<file path="src/rtl/cp0_exc_ctrl_if.sv">
`default_nettype none
// +----------------------------------------------------------------------------+
// | cp0_exc_ctrl_if                                                            |
// | M-stage pipeline <-> CP0 exception controller signal bundle                |
// | Revision: 1.0                                                              |
// +----------------------------------------------------------------------------+
interface cp0_exc_ctrl_if;
  logic        we;
  logic [4:0]  addr;
  logic [31:0] wdata;
  logic [31:0] rdata;
  logic [31:0] pc;
  logic        bd;
  logic        exc_valid;
  logic [4:0]  exc_code;
  logic [4:0]  hw_int;
  logic        eret;
  logic        req;
  logic [31:0] epc_out;
  logic [31:0] handler_pc;

  modport master (
    output we, addr, wdata, pc, bd, exc_valid, exc_code, hw_int, eret,
    input  rdata, req, epc_out, handler_pc
  );

  modport slave (
    input  we, addr, wdata, pc, bd, exc_valid, exc_code, hw_int, eret,
    output rdata, req, epc_out, handler_pc
  );
endinterface
`default_nettype wire

</file>
<file path="src/rtl/cp0_exc_ctrl.sv">
`default_nettype none
// +----------------------------------------------------------------------------+
// | cp0_exc_ctrl                                                               |
// | CP0 exception/interrupt controller: SR/Cause/EPC/Count/Compare/PRId        |
// | Revision: 1.0                                                              |
// +----------------------------------------------------------------------------+
module cp0_exc_ctrl #(
  parameter logic [31:0] PRID       = 32'h0000_2021,
  parameter logic [31:0] HANDLER_PC = 32'h0000_4180
) (
  input logic           clk,
  input logic           reset,
  cp0_exc_ctrl_if.slave bus
);

  localparam logic [4:0] c_reg_count   = 5'd9;
  localparam logic [4:0] c_reg_compare = 5'd11;
  localparam logic [4:0] c_reg_sr      = 5'd12;
  localparam logic [4:0] c_reg_cause   = 5'd13;
  localparam logic [4:0] c_reg_epc     = 5'd14;
  localparam logic [4:0] c_reg_prid    = 5'd15;

  logic [5:0]  r_sr_im;
  logic        r_sr_exl;
  logic        r_sr_ie;
  logic        r_cause_bd;
  logic [4:0]  r_cause_hw;
  logic        r_timer_ip;
  logic [4:0]  r_cause_exc;
  logic [31:2] r_epc;
  logic [31:0] r_count;
  logic [31:0] r_compare;

  logic [5:0]  w_ip_next;
  logic        w_int_req;
  logic        w_exc_req;
  logic        w_req;
  logic [31:0] w_count_inc;
  logic [31:0] w_pc_aligned;
  logic [31:0] w_epc_new;
  logic [31:0] w_sr;
  logic [31:0] w_cause;

  // Interrupt arbitration uses live hw_int, not the registered IP copy.
  assign w_ip_next    = {r_timer_ip, bus.hw_int};
  assign w_int_req    = r_sr_ie & ~r_sr_exl & (|(w_ip_next & r_sr_im));
  assign w_exc_req    = bus.exc_valid & ~r_sr_exl;
  assign w_req        = reset & (w_int_req | w_exc_req);
  assign w_count_inc  = r_count + 32'd1;
  assign w_pc_aligned = bus.pc & 32'hFFFF_FFFC;
  assign w_epc_new    = bus.bd ? (w_pc_aligned - 32'd4) : w_pc_aligned;

  assign w_sr    = {16'd0, r_sr_im, 8'd0, r_sr_exl, r_sr_ie};
  assign w_cause = {r_cause_bd, 15'd0, r_timer_ip, r_cause_hw, 3'd0, r_cause_exc, 2'd0};

  assign bus.req        = w_req;
  assign bus.epc_out    = reset ? {r_epc, 2'b00} : 32'd0;
  assign bus.handler_pc = HANDLER_PC;

  always_comb begin
    bus.rdata = 32'd0;
    if (bus.addr == c_reg_prid) begin
      bus.rdata = PRID;
    end else if (reset) begin
      case (bus.addr)
        c_reg_count:   bus.rdata = r_count;
        c_reg_compare: bus.rdata = r_compare;
        c_reg_sr:      bus.rdata = w_sr;
        c_reg_cause:   bus.rdata = w_cause;
        c_reg_epc:     bus.rdata = {r_epc, 2'b00};
        default:       bus.rdata = 32'd0;
      endcase
    end
  end

  always_ff @(posedge clk) begin
    if (!reset) begin
      r_sr_im     <= 6'd0;
      r_sr_exl    <= 1'b0;
      r_sr_ie     <= 1'b0;
      r_cause_bd  <= 1'b0;
      r_cause_hw  <= 5'd0;
      r_timer_ip  <= 1'b0;
      r_cause_exc <= 5'd0;
      r_epc       <= 30'd0;
      r_count     <= 32'd0;
      r_compare   <= 32'd0;
    end else begin
      r_count    <= w_count_inc;
      r_cause_hw <= bus.hw_int;
      if ((w_count_inc == r_compare) && (r_compare != 32'd0)) begin
        r_timer_ip <= 1'b1;
      end
      // A taken exception swallows any eret/mtc0 issued in the same cycle.
      if (w_req) begin
        r_sr_exl    <= 1'b1;
        r_cause_exc <= w_int_req ? 5'd0 : bus.exc_code;
        r_cause_bd  <= bus.bd;
        r_epc       <= w_epc_new[31:2];
      end else if (bus.eret) begin
        r_sr_exl <= 1'b0;
      end else if (bus.we) begin
        case (bus.addr)
          c_reg_count: r_count <= bus.wdata;
          c_reg_compare: begin
            r_compare  <= bus.wdata;
            r_timer_ip <= 1'b0;
          end
          c_reg_sr: begin
            r_sr_im  <= bus.wdata[15:10];
            r_sr_exl <= bus.wdata[1];
            r_sr_ie  <= bus.wdata[0];
          end
          c_reg_epc: r_epc <= bus.wdata[31:2];
          default: ;
        endcase
      end
    end
  end

endmodule
`default_nettype wire
</file>
<file path="src/flat_wrapper.sv">
// flat-port wrapper written by rule: the top's interface ports become plain ports
module cp0_exc_ctrl_flat 
#(
  parameter logic [31:0] PRID       = 32'h0000_2021,
  parameter logic [31:0] HANDLER_PC = 32'h0000_4180
)
  (clk, reset, bus_we, bus_addr, bus_wdata, bus_pc, bus_bd, bus_exc_valid, bus_exc_code, bus_hw_int, bus_eret, bus_rdata, bus_req, bus_epc_out, bus_handler_pc);
  cp0_exc_ctrl_if bus_i ();
  input logic clk;
  input logic reset;
  input wire logic [$bits(bus_i.we)-1:0] bus_we;
  input wire logic [$bits(bus_i.addr)-1:0] bus_addr;
  input wire logic [$bits(bus_i.wdata)-1:0] bus_wdata;
  input wire logic [$bits(bus_i.pc)-1:0] bus_pc;
  input wire logic [$bits(bus_i.bd)-1:0] bus_bd;
  input wire logic [$bits(bus_i.exc_valid)-1:0] bus_exc_valid;
  input wire logic [$bits(bus_i.exc_code)-1:0] bus_exc_code;
  input wire logic [$bits(bus_i.hw_int)-1:0] bus_hw_int;
  input wire logic [$bits(bus_i.eret)-1:0] bus_eret;
  output wire logic [$bits(bus_i.rdata)-1:0] bus_rdata;
  output wire logic [$bits(bus_i.req)-1:0] bus_req;
  output wire logic [$bits(bus_i.epc_out)-1:0] bus_epc_out;
  output wire logic [$bits(bus_i.handler_pc)-1:0] bus_handler_pc;
  assign bus_i.we = bus_we;
  assign bus_i.addr = bus_addr;
  assign bus_i.wdata = bus_wdata;
  assign bus_i.pc = bus_pc;
  assign bus_i.bd = bus_bd;
  assign bus_i.exc_valid = bus_exc_valid;
  assign bus_i.exc_code = bus_exc_code;
  assign bus_i.hw_int = bus_hw_int;
  assign bus_i.eret = bus_eret;
  assign bus_rdata = bus_i.rdata;
  assign bus_req = bus_i.req;
  assign bus_epc_out = bus_i.epc_out;
  assign bus_handler_pc = bus_i.handler_pc;
  cp0_exc_ctrl #(.PRID(PRID), .HANDLER_PC(HANDLER_PC)) u_core (.clk(clk), .reset(reset), .bus(bus_i));
endmodule
</file>
<file path="config.mk">
export PLATFORM = sky130hd
export DESIGN_NAME = cp0_exc_ctrl_flat
export DESIGN_NICKNAME = d
export VERILOG_FILES = /design/src/rtl/cp0_exc_ctrl_if.sv /design/src/rtl/cp0_exc_ctrl.sv /design/src/flat_wrapper.sv
export SDC_FILE = /design/constraint.sdc
export NUM_CORES = 1
export LEC_CHECK = 0
export ABC_AREA = 0
export BUFFER_PORTS_ARGS = -buffer_cell sky130_fd_sc_hd__buf_2
export CORE_UTILIZATION = 27
export DETAILED_ROUTE_END_ITERATION = 10
export GPL_TIMING_DRIVEN = 0
export SYNTH_ARGS = -nofsm -noshare
export SYNTH_HDL_FRONTEND = slang
export SYNTH_SLANG_ARGS = --single-unit
</file>
<file path="constraint.sdc">
create_clock -name clk -period 2.5 [get_ports clk]
set_input_delay 0.125 -clock clk [delete_from_list [all_inputs] [get_ports clk]]
set_output_delay 0.125 -clock clk [all_outputs]
set_load 0.02 [all_outputs]
</file>
==> out/metrics.yaml <==
crit_chain: "ha_4 > nand4_1 > buf_4 > buf_4 > nor2_1 > nand4_1 > xor2_1 > o211ai_1 > nor4_2 > nand4_1 > nand2_1"
port-buffer-count: 144
antenna_found_initial: 0
slew_headroom_pct: 25.0
viasPerCell: 5.31
criticalPathCategory: "reg -> reg"
grt_usage_pct: 21.6
drc: 0
start_util_pct: 27.6
fp-row-count: 61
grt_first_pass_wirelength_mm: 47.2
grt_max_degree: 17
violations: "negative hold slack, negative setup slack"
fin_cells: 1613
syn_inst: 975
fmax_ghz: 0.383
coreArea_um2: 27900
cp_max_fo: 4
yosysUniqueCellTypes: 69
wire_per_inst_um: 19.8
slew_violations: 0
status: "finished, violations left"
slowest_delay_ns: 0.37
fp.dieH_um: 171
dpl.cell_count: 1529
synth_top_cell_area_share_pct: 29.6
slowest_stage: "dfxtp_4"
drive_gt1_share_pct: 25.3
dp.final_hpwl_mm: 25.0
multiInputGateArea_um2: 5130
dieArea_um2: 29200
synth_enable_flop_cells: 0
worstSkewPairLatency_ns: 0.42
cts_root_buffer: "clkbuf_16"
nFillCells: 2959
clock_skew_ns: 0.00575
end_kind: "register"
cp-start-kind: "register"
regArea_um2: 2300
ys_async_sr_fraction_pct: 0
die_w_um: 171
p_leak_nw: 4.27
finalCritPeriodShare_pct: 104
synth.avg_cell_area_um2: 7.91
area.growth.synth_to_final_pct: 34.2
arrival_ns: 2.97
num_vias: 8566
fin_ws_ns: -0.109
yosysWarnings: 0
synth_area_leader_cell: "dfxtp_1"
final_area_um2: 10400
cts.sinks: 114
n_antenna_cell: 0
synth_ff_type: "dfxtp_1"
hold_class: "in -> reg"
overflow: 0
totalWireLength_mm: 31.9
cts-buffers-inserted: 17
seq_area_frac_synth_pct: 29.6
pre_cts_ws_ns: -0.829
top_level_ports: 182
nets: 1309
total_power_mw: 5.01
cp.required_ns: 2.86
rsz0062_at_grt: "true"
powerDensity_nw_per_um2: 484
clk_pin_slew_ns: 0.06
initialDrtViolationCount: 967
drt_pre_antenna_iters: 6
synth.area.top_cells: "dfxtp_1 (30%), nand2_1 (5.4%), nor2_1 (5.0%)"
clock_path_buffers: 2
hold_viol_final: 1
tritoncts: "yes"
ir_drop_v: 0.000502
hold_slack_ns: -0.00182
syn-cell-area_um2: 7710
grt_pass1_vias: 7925
fin_crit_ns: 2.61
ys_seq_elements: 114
gp_congestion: 0.920
worst_pin_slew_ns: 1.12
finalSetupViolCount: 1
ctsHtreeMaxLevel: 4
place_area_um2: 9030
maxCapViolCount: 0
ant_nets: 0
crit_top_cell: "nand4_1"
placed cells by master (no fill, tap or decap), types with 4 or more instances in the layout:
cell type	n
buf_2	150
nand2_1	110
nor2_1	103
dfxtp_1	103
buf_4	61
clkbuf_1	55
a211oi_1	45
a21oi_1	40
a22oi_1	38
xor2_1	38
xnor2_1	36
and2_1	35
conb_1	34
mux2i_1	32
dlygate4sd3_1	28
a22o_1	23
nand4_1	22
nand3_1	19
nor2b_1	17
clkbuf_16	17
o21ai_0	14
nor3_1	12
nor4_1	12
o211a_1	12
clkbuf_2	11
a222oi_1	10
and3_1	9
dfxtp_2	9
inv_1	8
nor4_4	8
buf_6	7
mux2_2	6
o22a_1	5
a31oi_1	5
nand3b_1	5
and4_1	4
nor3b_1	4
synth_stat cells, types with 6 or more instances:
cell,count
a222oi_1,10
a21oi_1,40
a22oi_1,38
buf_4,35
and4_1,6
a22o_1,23
and3_1,9
xor2_1,40
nand3_1,21
and2_1,35
mux2_2,6
xnor2_1,37
nor4_1,17
a211oi_1,45
nand2_1,110
nand4_1,22
o211a_1,12
inv_1,8
nor3_1,15
nor2_1,103
clkbuf_1,67
nor2b_1,17
buf_2,12
mux2i_1,32
dfxtp_1,114
o21ai_0,15
final timing paths:
check	start	end	slack, ns	depth (start not counted)
worst max-delay path	u_core.r_count[1]	u_core.r_timer_ip	-0.11	11
worst max register to register	u_core.r_count[1]	u_core.r_timer_ip	-0.11	11
worst min-delay path	bus_wdata[24]	u_core.r_compare[24]	-0.002	3
worst min register to register	u_core.r_timer_ip	u_core.r_timer_ip	0.49	2
per-layer routing:
layer  track usage (%)  wire [µm]  vias to the layer above
met5                 0          0                        -
met4              11.8       1630                        0
met3              3.22       2300                       94
met2              34.9      14800                      493
met1              27.6      13200                     4031
li1                  -          -                     3948
power by group:
part | internal (mW) | total (mW) | switching, mW
clock network | 1.52 | 2.44 | 0.924
logic | 0.261 | 0.649 | 0.389
registers | 1.86 | 1.91 | 0.0492
total | 3.64 | 5.01 | 1.36
worst max-delay path, delay by kind of cell, from the launching register on:
kind / cells / cell delay, ns
simple gates: 6 / 1.25
fa+ha+maj: 1 / 0.15
flops: 1 / 0.37
buf+inv: 2 / 0.35
compound gates: 1 / 0.16
xor+xnor: 1 / 0.27
metrics by stage:
stage	TNS [ns]	util, %
after CTS	-0.0481	36.2
final	-0.109	37.1
after global placement	-5.49	32.3
after detailed placement	-5.53	32.3
after global routing	-0.194	37.1
after floorplan	0	-
registers in the layout (all words and copies together), names as in the netlist:
name,flops
u_core.r_compare,32
u_core.r_count,32
u_core.r_epc,30
u_core.r_sr_im,6
u_core.r_cause_exc,5
u_core.r_cause_hw,5
u_core.r_cause_bd,1
u_core.r_sr_exl,1
u_core.r_sr_ie,1
u_core.r_timer_ip,1
what timing repair did:
item | in CTS | in global routing
resized for setup | 37 | 41
pin swaps | 18 | 16
hold buffers | 28 | 0
buffers inserted | 12 | 15
gates cloned | 0 | 0
endpoints found under the setup margin | 9 | 35
endpoints found under the hold margin | 28 | 0
cells by family after synthesis:
logic type,after synthesis,synth area share [%]
buffers and inverters,125,7.98
xor gates and xnor gates,80,9.65
adders and majority gates,2,0.324
other,2,0.0974
AOI/OAI and AO/OA,220,21.0
and+or+nand+nor,394,26.3
DFF,114,29.6
muxes,38,5.03
cell type report:
cell class                      count  area share [%]
Tap cell                          378            4.57
Clock inverter                     12            1.28
Inverter                            8           0.290
Sequential cell                   114            22.2
Clock buffer                       20            4.41
Multi-Input combinational cell    768            49.5
Timing Repair Buffer              199            11.7
Buffer                            114            6.01
Power figures use the tool's default switching activity.
